--- src/rtl/mmu_pkg.sv ---
// Shared types and constants for the MMU bus arbiter: FSM states, slot ids,
// slot request record and the fixed-priority slot selector.
package mmu_pkg;

    typedef enum logic [1:0] {
        IDLE = 2'd0,
        XFER = 2'd1,
        RESP = 2'd2
    } state_e;

    localparam int NUM_SLOTS = 3;

    typedef logic [1:0] slot_id_t;

    localparam slot_id_t SLOT_W  = 2'd0;
    localparam slot_id_t SLOT_DR = 2'd1;
    localparam slot_id_t SLOT_IR = 2'd2;

    // Returned to the core in place of an instruction when the bus never answers
    localparam logic [31:0] NOP = 32'h0000_0013;

    typedef struct packed {
        logic [31:0] addr;
        logic [31:0] data;
    } slot_req_t;

    function automatic slot_id_t prio_sel(input logic [NUM_SLOTS-1:0] pend);
        if (pend[SLOT_W])
            return SLOT_W;
        else if (pend[SLOT_DR])
            return SLOT_DR;
        else
            return SLOT_IR;
    endfunction

endpackage

--- src/rtl/mmu_bus_arbiter_if.sv ---
// Core-side request/response and memory-bus signals of the arbiter.
// slave: the arbiter's view; master: the core + memory environment.
interface mmu_bus_arbiter_if;

    logic        inst_rden;
    logic [31:0] inst_riaddr;
    logic [31:0] inst_roaddr;
    logic        inst_rvalid;
    logic [31:0] inst_rdata;
    logic        data_rden;
    logic [31:0] data_riaddr;
    logic [31:0] data_roaddr;
    logic        data_rvalid;
    logic [31:0] data_rdata;
    logic        data_wren;
    logic [31:0] data_waddr;
    logic [31:0] data_wdata;
    logic        mem_wait;
    logic        bus_req;
    logic        bus_we;
    logic [31:0] bus_addr;
    logic [31:0] bus_wdata;
    logic        bus_ack;
    logic [31:0] bus_rdata;
    logic        bus_err;

    modport slave (
        input  inst_rden, inst_riaddr, data_rden, data_riaddr,
               data_wren, data_waddr, data_wdata, bus_ack, bus_rdata,
        output inst_roaddr, inst_rvalid, inst_rdata,
               data_roaddr, data_rvalid, data_rdata,
               mem_wait, bus_req, bus_we, bus_addr, bus_wdata, bus_err
    );

    modport master (
        output inst_rden, inst_riaddr, data_rden, data_riaddr,
               data_wren, data_waddr, data_wdata, bus_ack, bus_rdata,
        input  inst_roaddr, inst_rvalid, inst_rdata,
               data_roaddr, data_rvalid, data_rdata,
               mem_wait, bus_req, bus_we, bus_addr, bus_wdata, bus_err
    );

endinterface

--- src/rtl/mmu_req_slot.sv ---
// One pending-request slot: captures addr/data on set, drops valid on clear.
module mmu_req_slot
    import mmu_pkg::*;
(
    input  logic      clk,
    input  logic      rst_n,
    input  logic      set,
    input  logic      clr,
    input  slot_req_t d,
    output logic      vld,
    output slot_req_t q
);

    always_ff @(posedge clk or negedge rst_n) begin
        if (!rst_n) begin
            vld <= 1'b0;
            q   <= '0;
        end else if (set) begin
            vld <= 1'b1;
            q   <= d;
        end else if (clr) begin
            vld <= 1'b0;
        end
    end

endmodule

--- src/rtl/mmu_bus_arbiter.sv ---
// Serialises core write / data-read / instruction-read requests onto one req/ack bus.
// Optional MMU_INST_BUF_EN adds a one-entry instruction buffer that answers repeat fetches locally.
module mmu_bus_arbiter
    import mmu_pkg::*;
#(
    parameter int TIMEOUT_CYCLES = 256
) (
    input  logic               clk,
    input  logic               rst_n,
    mmu_bus_arbiter_if.slave   io
);

    localparam int CNT_W = $clog2(TIMEOUT_CYCLES + 1);

    logic [NUM_SLOTS-1:0] slot_set, slot_clr, slot_vld;
    slot_req_t [NUM_SLOTS-1:0] slot_d, slot_q;

    state_e   state, state_nxt;
    slot_id_t cur, cur_nxt;
    logic [CNT_W-1:0] tmo_cnt;

    logic mem_wait, cap_en, buf_hit;
    logic xfer_ack, xfer_tmo, xfer_done;
    logic bus_req, bus_we;
    logic [31:0] bus_addr, bus_wdata;
    logic bus_err;

    logic        inst_rvalid, data_rvalid;
    logic [31:0] inst_rdata, inst_roaddr, data_rdata, data_roaddr;

    assign mem_wait = (|slot_vld) || (state != IDLE);
    assign cap_en   = !mem_wait;

`ifdef MMU_INST_BUF_EN
    logic        buf_vld;
    logic [31:0] buf_addr, buf_data;

    // A write to the same word in the hit cycle would make the buffer stale
    assign buf_hit = buf_vld && io.inst_rden && (io.inst_riaddr == buf_addr) &&
                     !(io.data_wren && (io.data_waddr[31:2] == buf_addr[31:2]));

    always_ff @(posedge clk or negedge rst_n) begin
        if (!rst_n) begin
            buf_vld  <= 1'b0;
            buf_addr <= '0;
            buf_data <= '0;
        end else if (xfer_ack && cur == SLOT_IR) begin
            buf_vld  <= 1'b1;
            buf_addr <= slot_q[SLOT_IR].addr;
            buf_data <= io.bus_rdata;
        end else if (bus_req && bus_we && (bus_addr[31:2] == buf_addr[31:2])) begin
            buf_vld  <= 1'b0;
        end
    end
`else
    assign buf_hit = 1'b0;
`endif

    // Capture only while the core is not frozen
    always_comb begin
        slot_set          = '0;
        slot_set[SLOT_W]  = cap_en && io.data_wren;
        slot_set[SLOT_DR] = cap_en && io.data_rden;
        slot_set[SLOT_IR] = cap_en && io.inst_rden && !buf_hit;
        slot_d            = '0;
        slot_d[SLOT_W]    = '{addr: io.data_waddr,  data: io.data_wdata};
        slot_d[SLOT_DR]   = '{addr: io.data_riaddr, data: 32'h0};
        slot_d[SLOT_IR]   = '{addr: io.inst_riaddr, data: 32'h0};
    end

    always_comb begin
        slot_clr = '0;
        if (xfer_done)
            slot_clr[cur] = 1'b1;
    end

    for (genvar i = 0; i < NUM_SLOTS; i++) begin : g_slot
        mmu_req_slot u_slot (
            .clk   (clk),
            .rst_n (rst_n),
            .set   (slot_set[i]),
            .clr   (slot_clr[i]),
            .d     (slot_d[i]),
            .vld   (slot_vld[i]),
            .q     (slot_q[i])
        );
    end

    assign xfer_ack  = (state == XFER) && io.bus_ack;
    assign xfer_tmo  = (state == XFER) && !io.bus_ack &&
                       (tmo_cnt == CNT_W'(TIMEOUT_CYCLES - 1));
    assign xfer_done = xfer_ack || xfer_tmo;

    always_ff @(posedge clk or negedge rst_n) begin
        if (!rst_n) begin
            state <= IDLE;
            cur   <= SLOT_W;
        end else begin
            state <= state_nxt;
            cur   <= cur_nxt;
        end
    end

    // IDLE looks at this cycle's captures so REQ rises the cycle after capture
    always_comb begin
        state_nxt = state;
        cur_nxt   = cur;
        case (state)
            IDLE: if (|slot_set) begin
                state_nxt = XFER;
                cur_nxt   = prio_sel(slot_set);
            end
            XFER: if (xfer_done)
                state_nxt = RESP;
            RESP: if (|slot_vld) begin
                state_nxt = XFER;
                cur_nxt   = prio_sel(slot_vld);
            end else begin
                state_nxt = IDLE;
            end
            default: state_nxt = IDLE;
        endcase
    end

    always_comb begin
        bus_req   = (state == XFER);
        bus_we    = bus_req && (cur == SLOT_W);
        bus_addr  = bus_req ? slot_q[cur].addr : 32'h0;
        bus_wdata = bus_req ? slot_q[cur].data : 32'h0;
    end

    // Cleared on leaving XFER, so every entry starts from zero
    always_ff @(posedge clk or negedge rst_n) begin
        if (!rst_n)
            tmo_cnt <= '0;
        else if (state != XFER)
            tmo_cnt <= '0;
        else if (!io.bus_ack)
            tmo_cnt <= tmo_cnt + CNT_W'(1);
    end

    always_ff @(posedge clk or negedge rst_n) begin
        if (!rst_n)
            bus_err <= 1'b0;
        else if (xfer_tmo)
            bus_err <= 1'b1;
    end

    always_ff @(posedge clk or negedge rst_n) begin
        if (!rst_n) begin
            inst_rvalid <= 1'b0;
            inst_rdata  <= '0;
            inst_roaddr <= '0;
            data_rvalid <= 1'b0;
            data_rdata  <= '0;
            data_roaddr <= '0;
        end else begin
            inst_rvalid <= 1'b0;
            data_rvalid <= 1'b0;
            if (xfer_done && cur == SLOT_DR) begin
                data_rvalid <= 1'b1;
                data_rdata  <= xfer_ack ? io.bus_rdata : NOP;
                data_roaddr <= slot_q[SLOT_DR].addr;
            end
            if (xfer_done && cur == SLOT_IR) begin
                inst_rvalid <= 1'b1;
                inst_rdata  <= xfer_ack ? io.bus_rdata : NOP;
                inst_roaddr <= slot_q[SLOT_IR].addr;
            end
`ifdef MMU_INST_BUF_EN
            else if (buf_hit) begin
                inst_rvalid <= 1'b1;
                inst_rdata  <= buf_data;
                inst_roaddr <= buf_addr;
            end
`endif
        end
    end

    assign io.mem_wait    = mem_wait;
    assign io.bus_req     = bus_req;
    assign io.bus_we      = bus_we;
    assign io.bus_addr    = bus_addr;
    assign io.bus_wdata   = bus_wdata;
    assign io.bus_err     = bus_err;
    assign io.inst_rvalid = inst_rvalid;
    assign io.inst_rdata  = inst_rdata;
    assign io.inst_roaddr = inst_roaddr;
    assign io.data_rvalid = data_rvalid;
    assign io.data_rdata  = data_rdata;
    assign io.data_roaddr = data_roaddr;

endmodule
--- src/flat_wrapper.sv ---
// flat-port wrapper written by rule: the top's interface ports become plain ports
module mmu_bus_arbiter_flat import mmu_pkg::*;
#(
    parameter int TIMEOUT_CYCLES = 256
)
  (clk, rst_n, io_inst_rden, io_inst_riaddr, io_data_rden, io_data_riaddr, io_data_wren, io_data_waddr, io_data_wdata, io_bus_ack, io_bus_rdata, io_inst_roaddr, io_inst_rvalid, io_inst_rdata, io_data_roaddr, io_data_rvalid, io_data_rdata, io_mem_wait, io_bus_req, io_bus_we, io_bus_addr, io_bus_wdata, io_bus_err);
  mmu_bus_arbiter_if io_i ();
  input  logic clk;
  input  logic rst_n;
  input wire logic [$bits(io_i.inst_rden)-1:0] io_inst_rden;
  input wire logic [$bits(io_i.inst_riaddr)-1:0] io_inst_riaddr;
  input wire logic [$bits(io_i.data_rden)-1:0] io_data_rden;
  input wire logic [$bits(io_i.data_riaddr)-1:0] io_data_riaddr;
  input wire logic [$bits(io_i.data_wren)-1:0] io_data_wren;
  input wire logic [$bits(io_i.data_waddr)-1:0] io_data_waddr;
  input wire logic [$bits(io_i.data_wdata)-1:0] io_data_wdata;
  input wire logic [$bits(io_i.bus_ack)-1:0] io_bus_ack;
  input wire logic [$bits(io_i.bus_rdata)-1:0] io_bus_rdata;
  output wire logic [$bits(io_i.inst_roaddr)-1:0] io_inst_roaddr;
  output wire logic [$bits(io_i.inst_rvalid)-1:0] io_inst_rvalid;
  output wire logic [$bits(io_i.inst_rdata)-1:0] io_inst_rdata;
  output wire logic [$bits(io_i.data_roaddr)-1:0] io_data_roaddr;
  output wire logic [$bits(io_i.data_rvalid)-1:0] io_data_rvalid;
  output wire logic [$bits(io_i.data_rdata)-1:0] io_data_rdata;
  output wire logic [$bits(io_i.mem_wait)-1:0] io_mem_wait;
  output wire logic [$bits(io_i.bus_req)-1:0] io_bus_req;
  output wire logic [$bits(io_i.bus_we)-1:0] io_bus_we;
  output wire logic [$bits(io_i.bus_addr)-1:0] io_bus_addr;
  output wire logic [$bits(io_i.bus_wdata)-1:0] io_bus_wdata;
  output wire logic [$bits(io_i.bus_err)-1:0] io_bus_err;
  assign io_i.inst_rden = io_inst_rden;
  assign io_i.inst_riaddr = io_inst_riaddr;
  assign io_i.data_rden = io_data_rden;
  assign io_i.data_riaddr = io_data_riaddr;
  assign io_i.data_wren = io_data_wren;
  assign io_i.data_waddr = io_data_waddr;
  assign io_i.data_wdata = io_data_wdata;
  assign io_i.bus_ack = io_bus_ack;
  assign io_i.bus_rdata = io_bus_rdata;
  assign io_inst_roaddr = io_i.inst_roaddr;
  assign io_inst_rvalid = io_i.inst_rvalid;
  assign io_inst_rdata = io_i.inst_rdata;
  assign io_data_roaddr = io_i.data_roaddr;
  assign io_data_rvalid = io_i.data_rvalid;
  assign io_data_rdata = io_i.data_rdata;
  assign io_mem_wait = io_i.mem_wait;
  assign io_bus_req = io_i.bus_req;
  assign io_bus_we = io_i.bus_we;
  assign io_bus_addr = io_i.bus_addr;
  assign io_bus_wdata = io_i.bus_wdata;
  assign io_bus_err = io_i.bus_err;
  mmu_bus_arbiter #(.TIMEOUT_CYCLES(TIMEOUT_CYCLES)) u_core (.clk(clk), .rst_n(rst_n), .io(io_i));
endmodule
--- config.mk ---
export PLATFORM = sky130hd
export DESIGN_NAME = mmu_bus_arbiter_flat
export DESIGN_NICKNAME = d
export VERILOG_FILES = /design/src/rtl/mmu_pkg.sv /design/src/rtl/mmu_bus_arbiter_if.sv /design/src/rtl/mmu_req_slot.sv /design/src/rtl/mmu_bus_arbiter.sv /design/src/flat_wrapper.sv
export SDC_FILE = /design/constraint.sdc
export NUM_CORES = 1
export LEC_CHECK = 0
export ABC_AREA = 1
export BUFFER_PORTS_ARGS = -buffer_cell sky130_fd_sc_hd__buf_2
export CAP_MARGIN = 25
export CELL_PAD_IN_SITES_DETAIL_PLACEMENT = 0
export CELL_PAD_IN_SITES_GLOBAL_PLACEMENT = 2
export CORE_MARGIN = 2
export CORE_UTILIZATION = 31
export CTS_CLUSTER_DIAMETER = 30
export CTS_CLUSTER_SIZE = 40
export DETAILED_ROUTE_END_ITERATION = 10
export PLACE_DENSITY_LB_ADDON = 0.12
export SETUP_SLACK_MARGIN = 0.1
export SYNTH_ARGS = -nofsm -noshare
export SYNTH_HDL_FRONTEND = slang
export SYNTH_HIERARCHICAL = 1
export SYNTH_SLANG_ARGS = --single-unit
--- constraint.sdc ---
create_clock -name clk -period 2.3 [get_ports clk]
set_input_delay 0.23 -clock clk [delete_from_list [all_inputs] [get_ports clk]]
set_output_delay 0.23 -clock clk [all_outputs]
set_load 0.01 [all_outputs]
After elaboration in Yosys (flattened, before gate mapping)
Cells that the tools add are included.

operators by class
  $add $sub $neg = 1
  $mul = 0
  divide/modulo/power cells = 0
  $lt $le $gt $ge = 2
  eq/ne operators = 10
  shift operators = 0
  mux-type cells = 29
  bitwise logic cells = 0
  reductions and logical operators = 25

operators by type and width
  cell                   number
  $bmux W64 S2           1
  $mux W32               3
  $mux W64               1
  $mux W9                2
  $mux W2                8
  $logic_and A1 B1 Y1    10
  $mux W1                10
  $ne A2 B1 Y1 const B   5
  $reduce_bool A2 Y1     5
  $add A9 B1 Y9 const B  1
  $eq A9 B8 Y1 const B   1
  $pmux W2 S3            1
  $reduce_or A3 Y1       2
  $eq A2 B1 Y1 const B   2
  $eq A2 B2 Y1 const B   2
  $logic_not A2 Y1       2
  $pmux W2 S2            1
  $lt A2 B3 Y1 const B   1
  $mux W3                1
  $reduce_and A3 Y1      1
  $demux W1 S2           1
  $ge A2 B1 Y1 const B   1
  $logic_not A1 Y1       2
  $logic_or A1 B1 Y1     2
  $reduce_and A2 Y1      1

storage, ports and cells
  register bits after elaboration = 275
  latch bits = 0
  bits in writable memories = 0
  bits in read-only memories = 0
  word-level logic and storage cells = 84
  memories = 0

Logic depth before layout (Yosys ltp)
Gate-level depths: netlist of run 1.

  depth in word-level cells = 8
  mapped depth = 12
  gate-level depth less buffers = 11

Hierarchy
Netlist of run 1, hierarchy kept.

modules (own cells, without submodules)
  module           times used  cells each  area an instance (um^2)  sequential area each (um^2)
  mmu_req_slot     3           275         2514.9                   1626.6
  mmu_bus_arbiter  1           1017        7337.0                   3603.5

Worst setup path after synthesis of run 1
No wires, ideal clock.

  path type = reg2reg
  start point = register u_core.tmo_cnt[0]
  end point = register u_core.inst_roaddr[19], in the netlist u_core/io.inst_roaddr[19]
  arrival time = 1549 ps
  path slack = 621 ps
  stages on the path, launching flop included = 10
  path buffers = 1
  path through = dfrtp_1 > ha_1 > nand4_1 > nor2_1 > ha_1 > nand2_1 > nand2_4 > nand2_4 > clkbuf_1 > o21ai_1

between the ends
  word-level cells in the longest chain between the ends = 4

RTL lines
  item                    RTL line                text
  from (decl)             mmu_bus_arbiter.sv:20   logic [CNT_W-1:0] tmo_cnt;
  from (signal assigned)  mmu_bus_arbiter.sv:139  tmo_cnt <= tmo_cnt + CNT_W'(1);
  $eq A9 B8 Y1            mmu_bus_arbiter.sv:91   (tmo_cnt == CNT_W'(TIMEOUT_CYCLES - 1));
  $logic_and A1 B1 Y1     mmu_bus_arbiter.sv:90   assign xfer_tmo = (state == XFER) && !io.bus_ack &&
  $logic_or A1 B1 Y1      mmu_bus_arbiter.sv:92   assign xfer_done = xfer_ack || xfer_tmo;
  $logic_and A1 B1 Y1     mmu_bus_arbiter.sv:165  if (xfer_done && cur == SLOT_IR) begin
  to (signal assigned)    mmu_bus_arbiter.sv:168  inst_roaddr <= slot_q[SLOT_IR].addr;
  to (decl)               mmu_bus_arbiter.sv:29   logic [31:0] inst_rdata, inst_roaddr, data_rdata, data_roaddr;

Every way passes these cells.
A chain may end at the register's enable or synchronous reset.

Worst setup path after layout of run 1
  start point = register u_core.cur[1]
  end point = output io_bus_addr[18]

between the ends
  word-level cells in the longest chain between the ends = 3

RTL lines
  item                            RTL line                text
  from (decl)                     mmu_bus_arbiter.sv:19   slot_id_t cur, cur_nxt;
  from (signal assigned)          mmu_bus_arbiter.sv:100  cur <= cur_nxt;
  $bmux W64 S2                    mmu_bus_arbiter.sv:128  bus_addr = bus_req ? slot_q[cur].addr : 32'h0;
  $mux W64 (implied by the code)  mmu_bus_arbiter.sv:128
  $mux W32                        mmu_bus_arbiter.sv:128
  to (decl)                       flat_wrapper.sv:28      output wire logic [$bits(io_i.bus_addr)-1:0] io_bus_addr;

Every way passes these cells. The select of a mux whose other input is x is not followed.

==> flow_metrics.tcl, run 1 <==
set metrics [dict create \
    final_core_util_pct 50.0 \
    first_iter_violations 828 \
    place_congestion 0.798 \
    path_class "flop to output port" \
    ant_nets 0 \
    min_path_type "input pin to flop" \
    p_sw_share_pct 34.8 \
    fin_crit_sh_pct 97.8 \
    route.detailed.drc 0 \
    die_w_um 223 \
    final-setup-viol-count 0 \
    whs_ps 61.2 \
    crit_family "buffers and inverters" \
    clock-sinks 339 \
    antenna_found_initial 4 \
    dr.pass1.iters 5 \
    start_util_pct 31.3 \
    portBuffers 363 \
    synthCells 1842 \
    design_area_mm2 0.0238 \
    netlist.area_leader.share_pct 57.0 \
    hold_end "u_core/io.data_rdata[20]$_DFFE_PN0P_" \
    ir_drop_v 0.000850 \
    seq_power_share_pct 28.8 \
    rows 80 \
    crit_path_start_kind "flop" \
    max_cap_violations 0 \
    layout_commonest_cell "nand2_1" \
    grt_max_degree 68 \
    clock_path_buffers 3 \
    met2_length_mm 26.0 \
    design.die.area_mm2 0.0498 \
    mostFrequentLayoutCells "nand2_1 (986), buf_2 (347), dfrtp_1 (337)" \
    grt_overflow_total 0 \
    synth-warning-count 6 \
    endpoint_kind "output port" \
    vias 14000 \
    crit_buf_inv 3 \
    intPower_mw 23.4 \
    netlist_top_cells_area "dfrtp_1 (57%), nand2_1 (26%), inv_1 (3.5%), buf_6 (2.6%), nor2_1 (1.3%)" \
    hold_path_depth 3 \
    seqCellArea_mm2 0.00849 \
    cts_root_buf "clkbuf_16" \
    highest_layer "met5" \
    slew_viol_final 0 \
    clkLatencyLatePin_ps 610 \
    hold_viol_final 0 \
    p_leak_nw 13.2 \
    track_usage_pct 22.2 \
    postSynthAreaPerCell_um2 8.08 \
    synth_cell_types 31 \
    syn_area_mm2 0.0149 \
    critPathMaxStageDelay_ps 460 \
    cts_tree "built" \
    die_h_um 223 \
    clkPwrFrac_pct 39.4 \
    r2r_end "u_core/io.data_roaddr[8]$_DFFE_PN0P_" \
    final_cells 3190 \
    finClkSkew_ps 14.3 \
    wl_met1_mm 24.7 \
    clkTransAtPathRegs_ps 40 \
    combPwrFrac_pct 31.8 \
    synth_top_area_cell "dfrtp_1" \
    grt_first_pass_wirelength_mm 84.7 \
    crit_chain "nor2_4 -> buf_12 -> clkbuf_16 -> a221oi_2 -> nor2_2 -> buf_2" \
    grt_pass1_vias 14500 \
    cp_slowest_cell "dfrtp_2" \
    p_sw_mw 12.5 \
    drive_gt1_share_pct 28.7 \
    avgViaCountPerCell 4.40 \
    nFillCells 4639 \
    ys_ff_latch 339 \
    place_area_mm2 0.0175 \
    clock.fmax_mhz 445 \
    wl_met3_mm 3.20 \
    multi_input_area_mm2 0.00601 \
    powerDensity_mw_per_mm2 1510 \
    routed_wirelength_mm 55.2 \
    htree_levels 3 \
    wire_per_inst_um 17.3 \
    io-pin-count 364 \
    status "complete, no violations" \
    dp_hpwl_mm 35.8 \
    r2r_cells 10 \
    cp.arrival_ps 2020 \
    crit_fanout 8 \
    cts_made_buffers 99 \
    required_ps 2070 \
    ys_seq_area_share_pct 57.0 \
    nets 2661 \
    fin_setup_tns_ps 0 \
    r2r_slack_ps 380 \
    syn_to_final_growth_pct 59.7 \
    core_mm2 0.0475 \
    rsz0062_at_grt "true" \
    r2r-start "u_core/tmo_cnt[0]$_DFFE_PN0P_" \
    place_inst 2831 \
    hp-start "io_bus_rdata[20]" \
    fin_crit_ps 2250 \
]
worst max path at each step:
stage / startpoint / endpoint / slack [ps] / cells past startpoint
6_report: u_core/cur[1]$_DFFE_PN0P_ / io_bus_addr[18] / 50 / 6
5_1_grt: u_core/cur[1]$_DFFE_PN0P_ / io_bus_wdata[24] / -10 / 6
3_5_place_dp: u_core/g_slot[1].u_slot/vld$_DFFE_PN0P_ / u_core/g_slot[0].u_slot/q[47]$_DFFE_PN0P_ / 310 / 6
3_3_place_gp: u_core/g_slot[1].u_slot/vld$_DFFE_PN0P_ / u_core/g_slot[0].u_slot/q[22]$_DFFE_PN0P_ / 310 / 6
2_1_floorplan: u_core/tmo_cnt[0]$_DFFE_PN0P_ / u_core/io.inst_roaddr[19]$_DFFE_PN0P_ / 620 / 9
4_1_cts: u_core/cur[1]$_DFFE_PN0P_ / io_bus_wdata[6] / 30 / 8
per-stage QoR:
| stage | setup slack [ps] | power, mW |
|---|---|---|
| global route | -10.9 | 38.1 |
| CTS | 33.6 | 34.9 |
| detailed placement | 313 | 19.5 |
| finish | 50.5 | 35.9 |
| global placement | 309 | 19.4 |
| floorplan | 621 | 15.3 |
Yosys cell counts:
| master | instances |
|---|---|
| nand4_1 | 2 |
| a22o_1 | 1 |
| buf_1 | 6 |
| o31ai_1 | 1 |
| conb_1 | 1 |
| inv_2 | 8 |
| buf_4 | 5 |
| nand2_4 | 3 |
| nand2_1 | 1038 |
| nand3_1 | 26 |
| clkbuf_8 | 6 |
| nor3_1 | 4 |
| buf_2 | 22 |
| dfrtp_1 | 339 |
| clkbuf_1 | 24 |
| ha_1 | 2 |
| o22ai_1 | 1 |
| a221oi_1 | 3 |
| inv_1 | 140 |
| nor2_1 | 53 |
| buf_6 | 34 |
| or2_2 | 3 |
| o221ai_1 | 22 |
| o21ai_1 | 33 |
| a22oi_1 | 14 |
| o21ai_0 | 21 |
| a31oi_1 | 5 |
| nor2_2 | 2 |
| a21oi_1 | 21 |
| or2_1 | 1 |
| nand2_2 | 1 |
power groups by stage:
| stage | Clock, mW | Sequential [mW] | Combinational, mW |
|---|---|---|---|
| 6_report | 14.2 | 10.3 | 11.4 |
| 3_3_place_gp | 0 | 10.2 | 9.20 |
| 3_5_place_dp | 0 | 10.2 | 9.30 |
| 4_1_cts | 14.4 | 10.2 | 10.3 |
| 5_1_grt | 14.8 | 10.7 | 12.7 |
| 2_1_floorplan | 0 | 10.2 | 5.05 |
worst register-to-register path, delay by kind of cell, from the launching register on:
family	cells	cell delay, ps
fa+ha+maj	2	430
flops	1	400
compound gates	1	80
simple gates	6	640
buf+inv	1	280
registers in the layout, summed over array words and instances (netlist names):
register / cells
u_core/g_slot.u_slot/q: 192
u_core/io.data_rdata: 32
u_core/io.data_roaddr: 32
u_core/io.inst_rdata: 32
u_core/io.inst_roaddr: 32
u_core/tmo_cnt: 9
u_core/g_slot.u_slot/vld: 3
u_core/cur: 2
u_core/state: 2
u_core/io.bus_err: 1
u_core/io.data_rvalid: 1
u_core/io.inst_rvalid: 1
per-layer routing:
metal,track usage (%),vias up
met5,0,-
met4,8.23,4
met3,5.54,68
met2,35.9,356
met1,28.8,6690
li1,-,6916
logic make-up (layout without fill, tap and decap cells):
kind of cell | after synthesis | count (layout) | synth area share, %
flip-flops | 339 | 339 | 57.0
AND/OR/NAND/NOR | 1133 | 1133 | 29.1
buffers and inverters | 245 | 913 | 8.61
AO/OA/AOI/OAI | 122 | 122 | 5.06
adder cells (fa/ha/maj) | 2 | 2 | 0.168
other | 1 | 66 | 0.0252
timing repair:
| action | in CTS | in global routing |
|---|---|---|
| gates cloned | 5 | 3 |
| buffers inserted | 5 | 2 |
| hold endpoints to repair | 516 | 0 |
| hold buffers | 161 | 0 |
| pin swaps | 7 | 15 |
| setup endpoints to repair | 65 | 66 |
| resized for setup | 52 | 163 |
layout make-up:
type / count / share of cell area [%]
diodes: 2 / 0.0211
clock buffers: 135 / 12.1
clock inverters: 46 / 2.74
inverters: 148 / 2.45
multi-input cells: 1321 / 25.3
flip-flops and latches: 339 / 35.7
well taps: 615 / 3.24
repair buffers: 582 / 18.4
repair inverters: 2 / 0.0737
(Power assumes the default switching activity.)
==> run 2: changes to the inputs <==
CTS_CLUSTER_SIZE = not set   (was 40)
PLACE_DENSITY = 0.84   (was not set)
PLACE_DENSITY_LB_ADDON = not set   (was 0.12)
==> flow_metrics.tcl, run 2 (same netlist as run 1, synthesis figures left out) <==
set metrics [dict create \
    status "complete, no violations" \
    ant_nets 0 \
    ir_drop_v 0.000633 \
    clkTransAtPathRegs_ps 40 \
    track_usage_pct 23.2 \
    grt_pass1_vias 14800 \
    cp.arrival_ps 2030 \
    avgViaCountPerCell 4.53 \
    min_path_type "input pin to flop" \
    routed_wirelength_mm 57.9 \
    crit_fanout 7 \
    cts_tree "built" \
    wire_per_inst_um 18.1 \
    io-pin-count 364 \
    rsz0062_at_grt "true" \
    core_mm2 0.0475 \
    htree_levels 3 \
    r2r_cells 11 \
    powerDensity_mw_per_mm2 1510 \
    cp_slowest_cell "dfrtp_2" \
    drive_gt1_share_pct 29.0 \
    critPathMaxStageDelay_ps 450 \
    crit_buf_inv 5 \
    grt_first_pass_wirelength_mm 87.6 \
    place_ws_ps 301 \
    fin_crit_ps 2260 \
    worst_slew_pin_slew_ps 555 \
    whs_ps 43.1 \
    start_util_pct 31.3 \
    clock-sinks 339 \
    max_slew_margin_pct 63.0 \
    crit_family "buffers and inverters" \
    crit_chain "inv_2 -> nand2_4 -> clkinv_8 -> buf_6 -> buf_12 -> a22oi_2 -> a21oi_2 -> buf_2" \
    die_h_um 223 \
    max_cap_violations 0 \
    largest_register_ffs 192 \
    clkLatencyLatePin_ps 610 \
    finClkSkew_ps 18.1 \
    final-setup-viol-count 0 \
    dp_hpwl_mm 36.1 \
    largest-register "u_core/g_slot.u_slot/q" \
    nets 2680 \
    required_ps 2070 \
    endpoint_kind "output port" \
    grt_overflow_total 0 \
    crit_path_start_kind "flop" \
    cts_root_buf "clkbuf_16" \
    hold_path_depth 4 \
    portBuffers 363 \
    vias 14500 \
    dr.pass1.iters 5 \
    die_w_um 223 \
    first_iter_violations 912 \
    grt_max_degree 66 \
    path_class "flop to output port" \
    antenna_found_initial 4 \
    fin_crit_sh_pct 98.2 \
    fin_ws_ps 41.9 \
    p_leak_nw 13.3 \
    layout_commonest_cell "nand2_1" \
    syn_to_final_growth_pct 60.9 \
    route.detailed.drc 0 \
    slew_viol_final 0 \
    clock_path_buffers 3 \
    path_depth 8 \
    mostFrequentLayoutCells "nand2_1 (987), buf_2 (344), dfrtp_1 (337)" \
    cts_made_buffers 95 \
    place_congestion 0.804 \
    design.die.area_mm2 0.0498 \
    clock.fmax_mhz 443 \
    hold_viol_final 0 \
    rows 80 \
]
## run 2: report_power, final
| group | internal, mW | switching, mW |
|---|---|---|
| clock | 9.45 | 3.90 |
| sequential | 8.58 | 1.77 |
| combinational | 5.19 | 7.25 |
## run 2: final cells by class
class,instances,area (µm²)
fillers,4519,23600
flip-flops and latches,339,8490
multi-input cells,1321,5960
repair buffers,607,4820
clock buffers,134,2790
well taps,615,769
inverters,148,586
clock inverters,41,539
diodes,4,10.0
## run 2: worst paths after layout
path | start | end | slack, ps
min reg2reg | u_core/io.data_rdata[29]$_DFFE_PN0P_ | u_core/io.data_rdata[29]$_DFFE_PN0P_ | 460
max reg2reg | u_core/tmo_cnt[0]$_DFFE_PN0P_ | u_core/io.inst_roaddr[0]$_DFFE_PN0P_ | 340
max in group asynchronous | rst_n | u_core/cur[1]$_DFFE_PN0P_ | 1260
min | io_data_wren | u_core/cur[0]$_DFFE_PN0P_ | 40
max | u_core/cur[1]$_DFFE_PN0P_ | io_bus_addr[12] | 40
min in group asynchronous | rst_n | u_core/io.data_rdata[23]$_DFFE_PN0P_ | 140
## run 2: tightest hold or removal path: stages
cell	delay [ps]
buf_2	110
nor3_1	60
a21oi_1	130
nand2_1	60
## run 2: repair_timing
item,CTS,global route
resized for setup,102,104
endpoints found under the hold margin,235,0
endpoints found under the setup margin,64,66
cloned,13,2
hold buffers,161,0
setup buffers,14,6
pin swaps,24,22
## run 2: metal layers
metal  track usage (%)  wire, µm  vias to the layer above
met5                 0         0                        -
met4              9.22      1680                        0
met3              5.03      3590                       99
met2              37.3     26800                      506
met1              30.5     25800                     6969
li1                  -         -                     6950
## run 2: stage by stage
stage	total power [mW]	cells	TNS, ps	instance area [µm²]	util, %
2_1_floorplan	15.3	1905	0	15100	-
3_3_place_gp	19.4	2836	0	17600	37.0
3_5_place_dp	19.6	2836	0	17600	37.0
4_1_cts	35.6	3199	0	23500	49.3
5_1_grt	38.2	3209	-200	24000	50.4
6_report	36.1	3209	0	24000	50.4
==> run 3: changes to the inputs <==
CTS_BUF_LIST = sky130_fd_sc_hd__clkbuf_16   (was not set)
==> flow_metrics.tcl, run 3 (same netlist as run 1, synthesis figures left out) <==
set metrics [dict create \
    status "complete, no violations" \
    worst_slew_pin_slew_ps 558 \
    intPower_mw 22.4 \
    clkTransAtPathRegs_ps 40 \
    slew_viol_final 0 \
    ir_drop_v 0.000634 \
    mostFrequentLayoutCells "nand2_1 (978), buf_2 (338), dfrtp_1 (337)" \
    clock_path_buffers 3 \
    dr.pass1.iters 5 \
    crit_chain "nor2_4 -> buf_12 -> buf_12 -> buf_16 -> nand2_4 -> a31oi_4 -> buf_6" \
    hold_viol_final 0 \
    clock-sinks 339 \
    grt_overflow_total 0 \
    crit_fanout 6 \
    combPwrFrac_pct 35.4 \
    cts_tree "built" \
    layout_commonest_cell "nand2_1" \
    syn_to_final_growth_pct 59.7 \
    cts_made_buffers 95 \
    io-pin-count 364 \
    path_common_cell "buf_12" \
    largest-register "u_core/g_slot.u_slot/q" \
    min_path_type "input pin to flop" \
    crit_family "buffers and inverters" \
    ant_nets 0 \
    dp_hpwl_mm 36.1 \
    critPathMaxStageDelay_ps 450 \
    route.detailed.drc 0 \
    routed_wirelength_mm 57.8 \
    final-setup-viol-count 0 \
    core_mm2 0.0475 \
    fin_crit_sh_pct 97.5 \
    cp.arrival_ps 2010 \
    grt_max_degree 66 \
    cts_root_buf "clkbuf_16" \
    place_inst 2836 \
    clkPwrFrac_pct 35.2 \
    clkLatencyLatePin_ps 610 \
    place_congestion 0.804 \
    largest_register_ffs 192 \
    final_core_util_pct 50.0 \
    portBuffers 363 \
    fin_crit_ps 2240 \
    avgViaCountPerCell 4.51 \
    antenna_found_initial 4 \
    finClkSkew_ps 17.1 \
    wire_per_inst_um 18.0 \
    htree_levels 3 \
    crit_buf_inv 4 \
    clock.fmax_mhz 446 \
    drive_gt1_share_pct 28.6 \
    start_util_pct 31.3 \
    first_iter_violations 882 \
    rsz0062_at_grt "true" \
    max_slew_margin_pct 62.8 \
    fin_ws_ps 58.3 \
    rows 80 \
    p_sw_mw 12.9 \
    die_h_um 223 \
    grt_pass1_vias 14800 \
    final_cells 3208 \
    nFillCells 4559 \
    track_usage_pct 23.1 \
    design.die.area_mm2 0.0498 \
    endpoint_kind "output port" \
    p_total_mw 35.4 \
    p_sw_share_pct 36.6 \
    max_cap_violations 0 \
    crit_path_start_kind "flop" \
    path_class "flop to output port" \
    die_w_um 223 \
    grt_first_pass_wirelength_mm 87.3 \
    seq_power_share_pct 29.4 \
    cp_slowest_cell "dfrtp_2" \
    place_ws_ps 301 \
    vias 14500 \
    nets 2679 \
    powerDensity_mw_per_mm2 1490 \
    p_leak_nw 13.2 \
    required_ps 2070 \
]
==> run 3: cell count changes in the layout (fill, tap and decap cells not counted), sizes merged <==
cell / delta
inv: +14
clkinv: +24
clkbuf: -38
buf: -1
==> run 3: worst min-delay path: cells and delay by family <==
family                 cells  cell delay, ps
buffers and inverters      1             110
AND/OR/NAND/NOR            2             120
AO/OA/AOI/OAI              1             130
==> run 3: metrics by stage <==
| stage | instance area (µm²) | TNS (ps) | hold WS [ps] |
|---|---|---|---|
| floorplan | 15100 | 0 | -65.6 |
| global placement | 17600 | 0 | 205 |
| detailed placement | 17600 | 0 | 216 |
| CTS | 23200 | 0 | 11.2 |
| global route | 23800 | -65.0 | 35.0 |
| finish | 23800 | 0 | 44.4 |
==> run 3: layout make-up <==
cell class | count | area [µm²] | area share, %
inverter | 148 | 588 | 2.47
timing repair buffer | 606 | 4820 | 20.3
antenna | 4 | 10.0 | 0.0421
tap | 615 | 769 | 3.24
sequential | 339 | 8490 | 35.7
clock buffer | 96 | 2400 | 10.1
multi-input combinational | 1321 | 6000 | 25.3
clock inverter | 79 | 682 | 2.87
==> run 3: power by group through the flow <==
stage               registers, mW  logic [mW]  clock network (mW)
detailed placement           10.2        9.39                   0
floorplan                    10.2        5.05                   0
global placement             10.1        9.25                   0
finish                       10.4        12.5                12.4
CTS                          10.2        11.8                12.6
global route                 10.7        13.8                13.0
==> run 3: routing by layer <==
layer  global-route usage [%]  vias to the layer above  wire [µm]
li1                         -                     6944          -
met1                     30.6                     6939      25800
met2                     37.2                      492      26700
met3                     5.15                       82       3770
met4                     8.57                        0       1480
met5                        0                        -          0
==> run 3: path summary, 6_finish.rpt <==
| path | startpoint | endpoint | slack, ps | cells past startpoint |
|---|---|---|---|---|
| max | u_core/cur[0]$_DFFE_PN0P_ | io_bus_wdata[8] | 60 | 7 |
| min | io_data_wren | u_core/cur[0]$_DFFE_PN0P_ | 40 | 4 |
| max reg2reg | u_core/tmo_cnt[0]$_DFFE_PN0P_ | u_core/io.inst_roaddr[27]$_DFFE_PN0P_ | 350 | 10 |
| min reg2reg | u_core/io.data_rdata[29]$_DFFE_PN0P_ | u_core/io.data_rdata[29]$_DFFE_PN0P_ | 460 | 2 |
| max in group asynchronous | rst_n | u_core/cur[1]$_DFFE_PN0P_ | 1240 | 3 |
| min in group asynchronous | rst_n | u_core/io.data_rdata[23]$_DFFE_PN0P_ | 170 | 2 |
==> run 3: timing repair <==
action                     4_1_cts  5_1_grt
resized for setup               99      137
setup endpoints to repair       64       66
hold buffers                   161        0
hold endpoints to repair       235        0
gates cloned                    13        2
pin swaps                       24       26
setup buffers                   14        6
